## src/rtl/nibble_serial_adder_if.sv

```systemverilog
// Request/result bundle for the nibble-serial adder.
// The ovf signal exists only when NSA_OVERFLOW_EN is defined.
interface nibble_serial_adder_if #(
    parameter int NIBBLES = 4
);
    localparam int W = 4 * NIBBLES;

    logic         start;
    logic [W-1:0] a;
    logic [W-1:0] b;
    logic         cin;
    logic         busy;
    logic         done;
    logic [W-1:0] sum;
    logic         cout;
`ifdef NSA_OVERFLOW_EN
    logic         ovf;

    modport master (
        output start, a, b, cin,
        input  busy, done, sum, cout, ovf
    );

    modport slave (
        input  start, a, b, cin,
        output busy, done, sum, cout, ovf
    );
`else
    modport master (
        output start, a, b, cin,
        input  busy, done, sum, cout
    );

    modport slave (
        input  start, a, b, cin,
        output busy, done, sum, cout
    );
`endif
endinterface

```

## src/rtl/nibble_serial_adder.sv

```systemverilog
// Wide adder sequencing one 4-bit CLA slice over NIBBLES cycles, LSB nibble first.
// Optional signed-overflow flag enabled by defining NSA_OVERFLOW_EN.
module cla_4bit (
    input  logic [3:0] a,
    input  logic [3:0] b,
    input  logic       ci,
    output logic [3:0] s,
    output logic       co
);
    logic [3:0] p;
    logic [3:0] g;
    logic [3:1] c;

    assign p = a ^ b;
    assign g = a & b;

    assign c[1] = g[0] | (p[0] & ci);
    assign c[2] = g[1] | (p[1] & g[0]) | (p[1] & p[0] & ci);
    assign c[3] = g[2] | (p[2] & g[1]) | (p[2] & p[1] & g[0])
                | (p[2] & p[1] & p[0] & ci);
    assign co   = g[3] | (p[3] & g[2]) | (p[3] & p[2] & g[1])
                | (p[3] & p[2] & p[1] & g[0])
                | (p[3] & p[2] & p[1] & p[0] & ci);

    assign s = p ^ {c[3], c[2], c[1], ci};
endmodule

module nibble_serial_adder #(
    parameter int NIBBLES = 4
) (
    input logic                 clk,
    input logic                 rst,
    nibble_serial_adder_if.slave bus
);
    localparam int W  = 4 * NIBBLES;
    localparam int CW = (NIBBLES > 1) ? $clog2(NIBBLES) : 1;

    localparam logic [1:0] IDLE = 2'd0;
    localparam logic [1:0] RUN  = 2'd1;
    localparam logic [1:0] DONE = 2'd2;

    logic [1:0]    state;
    logic [CW-1:0] cnt;
    logic [W-1:0]  a_reg;
    logic [W-1:0]  b_reg;
    logic [W-1:0]  sum_q;
    logic          carry;
    logic          cout_q;
    logic [3:0]    a_nib;
    logic [3:0]    b_nib;
    logic [3:0]    s;
    logic          c;
    logic          accept;
    logic          last;
`ifdef NSA_OVERFLOW_EN
    logic          ovf_q;
`endif

    // A request is taken in IDLE and also in DONE for back-to-back use.
    assign accept = bus.start && (state != RUN);
    assign last   = (cnt == CW'(NIBBLES - 1));

    assign a_nib = a_reg[4*int'(cnt) +: 4];
    assign b_nib = b_reg[4*int'(cnt) +: 4];

    cla_4bit u_slice (
        .a  (a_nib),
        .b  (b_nib),
        .ci (carry),
        .s  (s),
        .co (c)
    );

    always_ff @(posedge clk) begin
        if (rst) begin
            state  <= IDLE;
            cnt    <= '0;
            a_reg  <= '0;
            b_reg  <= '0;
            sum_q  <= '0;
            carry  <= 1'b0;
            cout_q <= 1'b0;
`ifdef NSA_OVERFLOW_EN
            ovf_q  <= 1'b0;
`endif
        end else if (accept) begin
            state <= RUN;
            cnt   <= '0;
            a_reg <= bus.a;
            b_reg <= bus.b;
            carry <= bus.cin;
            sum_q <= '0;
`ifdef NSA_OVERFLOW_EN
            ovf_q <= 1'b0;
`endif
        end else begin
            case (state)
                RUN: begin
                    sum_q[4*int'(cnt) +: 4] <= s;
                    carry <= c;
                    if (last) begin
                        state  <= DONE;
                        cout_q <= c;
`ifdef NSA_OVERFLOW_EN
                        ovf_q  <= (a_reg[W-1] == b_reg[W-1])
                               && (s[3] != a_reg[W-1]);
`endif
                    end else begin
                        cnt <= cnt + 1'b1;
                    end
                end
                default: state <= IDLE;
            endcase
        end
    end

    assign bus.busy = (state == RUN);
    assign bus.done = (state == DONE);
    assign bus.sum  = sum_q;
    assign bus.cout = cout_q;
`ifdef NSA_OVERFLOW_EN
    assign bus.ovf  = ovf_q;
`endif
endmodule

```

## src/flat_wrapper.sv

```systemverilog
// flat-port wrapper written by rule: the top's interface ports become plain ports
module nibble_serial_adder_flat 
#(
    parameter int NIBBLES = 4
)
  (clk, rst, bus_start, bus_a, bus_b, bus_cin, bus_busy, bus_done, bus_sum, bus_cout);
  nibble_serial_adder_if #(.NIBBLES(NIBBLES)) bus_i ();
  input logic clk;
  input logic rst;
  input wire logic [$bits(bus_i.start)-1:0] bus_start;
  input wire logic [$bits(bus_i.a)-1:0] bus_a;
  input wire logic [$bits(bus_i.b)-1:0] bus_b;
  input wire logic [$bits(bus_i.cin)-1:0] bus_cin;
  output wire logic [$bits(bus_i.busy)-1:0] bus_busy;
  output wire logic [$bits(bus_i.done)-1:0] bus_done;
  output wire logic [$bits(bus_i.sum)-1:0] bus_sum;
  output wire logic [$bits(bus_i.cout)-1:0] bus_cout;
  assign bus_i.start = bus_start;
  assign bus_i.a = bus_a;
  assign bus_i.b = bus_b;
  assign bus_i.cin = bus_cin;
  assign bus_busy = bus_i.busy;
  assign bus_done = bus_i.done;
  assign bus_sum = bus_i.sum;
  assign bus_cout = bus_i.cout;
  nibble_serial_adder #(.NIBBLES(NIBBLES)) u_core (.clk(clk), .rst(rst), .bus(bus_i));
endmodule
```

## config.mk

```make
export PLATFORM = sky130hd
export DESIGN_NAME = nibble_serial_adder_flat
export DESIGN_NICKNAME = d
export VERILOG_FILES = /design/src/rtl/nibble_serial_adder_if.sv /design/src/rtl/nibble_serial_adder.sv /design/src/flat_wrapper.sv
export SDC_FILE = /design/constraint.sdc
export NUM_CORES = 1
export LEC_CHECK = 0
export ABC_AREA = 1
export CORE_MARGIN = 1.5
export CORE_UTILIZATION = 25
export CTS_BUF_LIST = sky130_fd_sc_hd__clkbuf_16
export DETAILED_ROUTE_END_ITERATION = 7
export GPL_ROUTABILITY_DRIVEN = 0
export GPL_TIMING_DRIVEN = 0
export SLEW_MARGIN = 20
export SYNTH_ARGS = -nofsm -noshare
export SYNTH_HDL_FRONTEND = slang
export SYNTH_HIERARCHICAL = 1
export SYNTH_SLANG_ARGS = --single-unit
```

## constraint.sdc

```tcl
create_clock -name clk -period 2.24 [get_ports clk]
set_clock_uncertainty 0.05 [all_clocks]
set_input_delay 0.224 -clock clk [delete_from_list [all_inputs] [get_ports clk]]
set_output_delay 0.224 -clock clk [all_outputs]
set_load 0.03 [all_outputs]
```

==> metrics.txt, run 1 <==
LEAKAGE=around 1.5 nW; Worst Hold Class=reg2reg; Final Non-Filler Cells=roughly 570; count leader, synth=nor2_1; cells after synthesis=357; Worst-path clk slew=approximately 0.070 ns; Final HPWL DP=4.86 mm; die area=about 11000 sq um; DRC viols=0; IO buf count=54; Slew headroom=75.2%; Root Buffer=clkbuf_16; Die H=around 100 um; unrepaired setup endpoints after global routing=yes; vias per cell=roughly 4.4; fin crit period=2.26 ns; Worst-Margin Slew=0.373 ns; crit path cell chain=clkinvlp_4 -> buf_12 -> o21ai_2 -> o22ai_2 -> buf_4 -> ha_4 -> nand4_1 -> nand2_1 -> nand2_1 -> nand2_2 -> nand2_2 -> nor2_4 -> nand2_2 -> a21oi_2; Synth area leader=dfxtp_1; Finished Core Util=between 30 and 40%; share of layout cells above drive strength 1=20.5%; CP Depth=14; Routed Antenna Nets=0; Power, Total=roughly 2.5 mW; CP Capture Type=flip-flop; P&R area growth vs syn=52.6%; Synth Flop Type=dfxtp_1; max-slew violations=0; clock sink count=54; WS Path Type=reg2reg; largest net degree at the start of global routing=17; placed insts=roughly 540; die width=103 um; total core area=9770 sq um; Initial Utilization=between 20% and 30%; DR WL/cell=between 10 and 15 um; Maximum Capacitance Violations=0; Worst Path Buf+Inv=3; crit path max-delay cell type=dfxtp_4; CTS buffer count=5; first-pass GRT wire length=~11 mm; synthesized cell area=2510 sq um; Post-synth EDFFs=0; number of vias in the routed layout=approximately 2500; initial antenna violation count=0; Max Buffers Root-to-Sink=2; smallest hold slack=between 0.4 and 0.5 ns; WL final=7.03 mm; Critical Path RT=2.42 ns; First DRT Iteration DRCs=about 110; Nets=around 490; Ys Warns=6; failing checks=setup timing; ANT cells=0; gr usage total=13.0%; top-area cell type share of the netlist area=43.0%; fin crit share=101%; grt total ovfl=0; Post-synth top cells=nor2_1, nand2_1, dfxtp_1, o21ai_0, inv_1; Post-Syn Nets=between 400 and 500; crit-path max FO=5; endpoints failing hold=0; cell mode on critical path=nand2_2; # IOs=55; pwr dens=655 nW/um^2; Mean Syn Cell Area=7.04 sq um; Yosys reg bits=54; site row count=36; Hold Crit Depth=2; Worst Reg-to-Reg Cells=14; pre-CTS setup slack=-0.464 ns; final setup fails=2; clk_lat worst skew=around 0.29 ns; post-synth cell types=21; FFs w/ async S/R, synth=0%; H-tree levels=2; outcome=finished, violations left; f_max=0.442 GHz; vias in the first global route=around 2400; worst stage delay on the critical path=slightly below 0.4 ns; peak supply drop=~320 uV; Area contributors post-synth=dfxtp_1, nor2_1, o21ai_0; sequential element share of the synthesized area=43.0%; WP data arrival=2.44 ns; crit-path leading delay family=simple AND/OR/NAND/NOR gates; final setup margin=-0.0208 ns; Pre-antenna DRT Iters=4; CTS tree=done; Startpoint Class=flip-flop
[repair_timing]
item / in CTS / in global routing
hold buffers: 0 / 0
cloned: 0 / 1
pin swaps: 4 / 19
buffers inserted: 8 / 12
setup endpoints to repair: 18 / 16
gates resized for setup: 26 / 48
[final timing paths]
path | end | start | slack (ns)
hold reg to reg | u_core/bus.sum[0]$_SDFFE_PP0P_ | u_core/bus.sum[0]$_SDFFE_PP0P_ | 0.42
hold / removal | u_core/bus.sum[0]$_SDFFE_PP0P_ | u_core/bus.sum[0]$_SDFFE_PP0P_ | 0.42
setup / recovery | u_core/bus.sum[15]$_SDFFE_PP0P_ | u_core/cnt[0]$_SDFFE_PP0P_ | -0.02
setup reg to reg | u_core/bus.sum[15]$_SDFFE_PP0P_ | u_core/cnt[0]$_SDFFE_PP0P_ | -0.02
[metal layers]
layer  GRT usage [%]  wire [um]  up-vias
met5               0          0        -
met4            3.74         73        0
met3            2.28        367        7
met2            23.6       3370       62
met1            15.8       3230     1138
li1                -          -     1308
[report_power, final]
part / internal, mW / leakage [nW] / total (mW) / switching [mW]
sequential: 1.02 / 0.445 / 1.05 / 0.0374
clock: 0.524 / 0.0812 / 0.873 / 0.349
combinational: 0.286 / 1.01 / 0.588 / 0.301
total: 1.83 / 1.54 / 2.51 / 0.688
[metrics by stage]
step	cell area (sq um)	TNS (ns)
final	3840	-0.0390
after global routing	3840	-1.22
after CTS	3550	-0.00830
after detailed placement	3220	-5.49
after global placement	3220	-5.66
after floorplan	2510	0
[layout by cell type, fill, tap and decap left out, types with 9 or more instances in the layout]
cell / instances
inv_1: 22
dfxtp_1: 52
nor2_1: 90
clkdlybuf4s50_1: 54
o21ai_0: 42
nand2_1: 50
a21oi_1: 13
nand2_2: 9
buf_4: 17
[cells by family after synthesis]
family | Yosys count | synth area share, %
AO/OA/AOI/OAI | 76 | 15.5
XOR/XNOR | 1 | 0.348
flip-flops | 54 | 43.0
buffers and inverters | 40 | 7.17
adder cells (fa/ha/maj) | 11 | 5.77
AND/OR/NAND/NOR | 175 | 28.2
[worst min-delay path, stage by stage, from the launching register on]
cell     delay, ns
dfxtp_1       0.31
nand2_1       0.06
a21oi_1       0.05
[final cells by class]
| type | instances | area (sq um) |
|---|---|---|
| Fill cell | 1045 | 5940 |
| Multi-Input combinational cell | 263 | 1460 |
| Sequential cell | 54 | 1090 |
| Timing Repair Buffer | 75 | 732 |
| Tap cell | 133 | 166 |
| Clock buffer | 5 | 125 |
| Buffer | 14 | 123 |
| Inverter | 25 | 101 |
| Clock inverter | 3 | 41.3 |
Note: power is estimated with default switching activity, not from simulation.
==> run 2: changes to the inputs <==
--- a/config.mk
+++ b/config.mk
@@ -10,7 +10,7 @@
 export CORE_UTILIZATION = 25
 export CTS_BUF_LIST = sky130_fd_sc_hd__clkbuf_16
 export DETAILED_ROUTE_END_ITERATION = 7
-export GPL_ROUTABILITY_DRIVEN = 0
+export GPL_ROUTABILITY_DRIVEN = 1
 export GPL_TIMING_DRIVEN = 0
 export SLEW_MARGIN = 20
 export SYNTH_ARGS = -nofsm -noshare
==> results of run 2 <==
Final layout, timing and power as in run 1 (identical DEF).
==> run 3: changes to the inputs <==
--- a/config.mk
+++ b/config.mk
@@ -5,13 +5,16 @@
 export SDC_FILE = /design/constraint.sdc
 export NUM_CORES = 1
 export LEC_CHECK = 0
-export ABC_AREA = 1
+export ABC_AREA = 0
+export CELL_PAD_IN_SITES_DETAIL_PLACEMENT = 1
+export CELL_PAD_IN_SITES_GLOBAL_PLACEMENT = 2
 export CORE_MARGIN = 1.5
 export CORE_UTILIZATION = 25
 export CTS_BUF_LIST = sky130_fd_sc_hd__clkbuf_16
 export DETAILED_ROUTE_END_ITERATION = 7
 export GPL_ROUTABILITY_DRIVEN = 1
 export GPL_TIMING_DRIVEN = 0
+export PLACE_DENSITY_LB_ADDON = 0.1
 export SLEW_MARGIN = 20
 export SYNTH_ARGS = -nofsm -noshare
 export SYNTH_HDL_FRONTEND = slang
==> run 3 against run 2 <==
- the run still ends with setup timing left
- cell area decreased by 6.8%
- power is 8.8% lower
- non-clock buffer count fell by 5
- critical path type unchanged
- critical endpoint is now u_core/bus.sum[6]$_SDFFE_PP0P_
- highest routed layer unchanged
==> metrics.txt, run 3 <==
outcome=finished, violations left; failing checks=setup timing; initial antenna violation count=0 (unchanged); Mean Syn Cell Area=9.10 sq um (+29%); final setup fails=10 (+8); placed insts=467 (-14%); Hold Crit Depth=3 (+1); reg2reg setup slack=-0.24 ns (-0.21 ns); H-tree levels=2 (unchanged); fin crit share=111% (+9.6 points); First DRT Iteration DRCs=44 (-61%); Worst Reg-to-Reg Cells=10 (-4); Yosys reg bits=54 (unchanged); CP Capture Type=flip-flop; top-area cell type share of the netlist area=42.3% (-0.72 points); Ys Warns=6 (unchanged); most common cell after layout, fill and taps aside=dfxtp_1; most frequent cells in the layout=dfxtp_1, clkdlybuf4s50_1, a21oi_1, nand3_1, o21ai_0; Slew headroom=66.1% (-9.0 points); CTS tree=done; ANT cells=0 (unchanged); WS Path Type=reg2reg; gr usage total=15.1% (+2.1 points); WL final=7.87 mm (+12%); Synth area leader=dfxtp_1; clock sink count=54 (unchanged); fin crit period=2.48 ns (+0.215 ns); Worst Hold Class=in2reg; synthesized cell area=2560 sq um (+1.7%); cells after synthesis=281 (-21%); Nets=395 (-19%); sequential element share of the synthesized area=42.3% (-0.72 points); Routability Congestion=0.746; number of vias in the routed layout=2329 (-7.4%); final setup margin=-0.235 ns (-0.215 ns); Setup TNS=-1.43 ns (-1.39 ns); Die H=104 um (+0.82%); crit-path max FO=8 (+3); pwr dens=641 nW/um^2 (-2.1%); Final HPWL DP=5.68 mm (+17%); total core area=9860 sq um (+0.92%); site row count=36 (unchanged); P&R area growth vs syn=39.9%; LEAKAGE=1.27 nW (-17%); vias per cell=4.83 (+9.9%); Routed Antenna Nets=0 (unchanged); vias in the first global route=2350 (-3.3%); Startpoint Class=flip-flop; CTS buffer count=5 (unchanged); Root Buffer=clkbuf_16; clk_lat worst skew=0.29 ns (about the same); count leader, synth=dfxtp_1; max-slew violations=0 (unchanged); Post-synth top cells=dfxtp_1, a21oi_1, nand3_1, o21ai_0, nand2_1; endpoints failing hold=0 (unchanged); Finished Core Util=36.3% (-3.0 points); post-synth cell types=36 (+71%); Power, Total=2.29 mW (-8.8%); IO buf count=53 (-1.9%); first-pass GRT wire length=12.7 mm (+18%); f_max=0.404 GHz (-8.7%); largest net degree at the start of global routing=16 (-1); Worst-path clk slew=0.07 ns (about the same); Area contributors post-synth=dfxtp_1, a21oi_1, mux4_2; share of layout cells above drive strength 1=14.9% (-5.6 points); DRC viols=0 (unchanged); die area=10800 sq um (+1.6%); Post-synth EDFFs=0 (unchanged); Post-Syn Nets=328 (-19%); # IOs=55 (unchanged); peak supply drop=285 uV (-10%); Synth Flop Type=dfxtp_1; WP data arrival=2.61 ns (+0.17 ns); die width=104 um (+0.82%); Pre-antenna DRT Iters=4 (unchanged); Final Non-Filler Cells=482 (-16%); FFs w/ async S/R, synth=0% (unchanged); Maximum Capacitance Violations=0 (unchanged); Max Buffers Root-to-Sink=2 (unchanged); DR WL/cell=16.3 um (+33%); Worst-Margin Slew=0.508 ns (+0.136 ns); grt total ovfl=0 (unchanged); unrepaired setup endpoints after global routing=yes; Critical Path RT=2.37 ns (-0.05 ns); Initial Utilization=25.9% (+0.20 points)
==> run 3: changes by cell type in the layout (fill, tap and decap cells not counted), sizes merged, moves of 8 or more <==
cell / change
nor2: -95
nand2: -47
a21oi: +30
nand3: +24
o21ai: -15
inv: -13
buf: -8
mux4: +8
o22ai: -8
==> run 3: worst paths after layout <==
kind                             startpoint                             end
max              u_core/cnt[0]$_SDFFE_PP0P_  u_core/bus.sum[6]$_SDFFE_PP0P_
min                               bus_start    u_core/b_reg[1]$_SDFFE_PP0P_
min reg2reg  u_core/bus.sum[4]$_SDFFE_PP0P_  u_core/bus.sum[4]$_SDFFE_PP0P_
max reg2reg      u_core/cnt[0]$_SDFFE_PP0P_  u_core/bus.sum[6]$_SDFFE_PP0P_
==> run 3: per-layer routing <==
metal	routed length [um]	global-route usage [%]	up-vias	part of all wire, %
met3	189	2.63	7	2.4
li1	-	-	1161	-
met5	0	0	-	0
met1	3990	20.8	1128	51
met4	75	4.17	0	0.95
met2	3620	24.3	33	46
==> run 3: kinds of logic (layout without fill, tap and decap cells) <==
family / count (synthesis) / count (layout) / share of synthesized area, %
multiplexers: 10 / 10 / 7.83
adder cells (fa/ha/maj): 11 / 11 / 5.68
XOR/XNOR: 4 / 4 / 1.37
AND/OR/NAND/NOR: 77 / 77 / 17.5
buffers and inverters: 33 / 101 / 6.12
flip-flops: 54 / 54 / 42.3
AO/OA/AOI/OAI: 92 / 92 / 19.2
==> run 3: stage by stage <==
| stage | instance area [sq um] | hold WS [ns] | worst slack, ns |
|---|---|---|---|
| finish | 3580 | 0.259 | -0.235 |
| global route | 3580 | 0.287 | -0.349 |
| CTS | 3540 | 0.262 | -0.269 |
| detailed placement | 3280 | 0.397 | -0.722 |
| global placement | 3280 | 0.393 | -0.719 |
| floorplan | 2580 | 0.322 | -0.234 |
==> run 3: area by class of cell <==
| cell class | instances | area [sq um] |
|---|---|---|
| multi-input cells | 194 | 1410 |
| clock buffers | 6 | 150 |
| plain buffers | 24 | 139 |
| repair buffers | 60 | 582 |
| inverters | 9 | 33.8 |
| well taps | 133 | 166 |
| fillers | 1150 | 6290 |
| flip-flops and latches | 54 | 1080 |
| clock inverters | 2 | 7.51 |
==> run 3: worst max-delay path: stages (launching register included) <==
cell	delay, ns
dfxtp_4	0.36
buf_12	0.13
mux4_2	0.56
ha_4	0.26
a21o_1	0.18
a21oi_2	0.17
xnor2_2	0.11
buf_4	0.15
and4b_2	0.20
mux2i_1	0.13
nor2_1	0.05
==> run 3: timing repair <==
| action | in CTS | in global routing |
|---|---|---|
| gates resized for setup | 11 | 5 |
| hold buffers | 0 | 0 |
| pin swaps | 9 | 8 |
| endpoints found under the setup margin | 19 | 18 |
| setup buffers | 6 | 1 |
==> run 3: where the power goes <==
group / total (mW) / switching (mW) / internal, mW
combinational: 0.436 / 0.235 / 0.201
sequential: 1.03 / 0.0256 / 1.00
clock: 0.831 / 0.355 / 0.476
total: 2.29 / 0.615 / 1.68
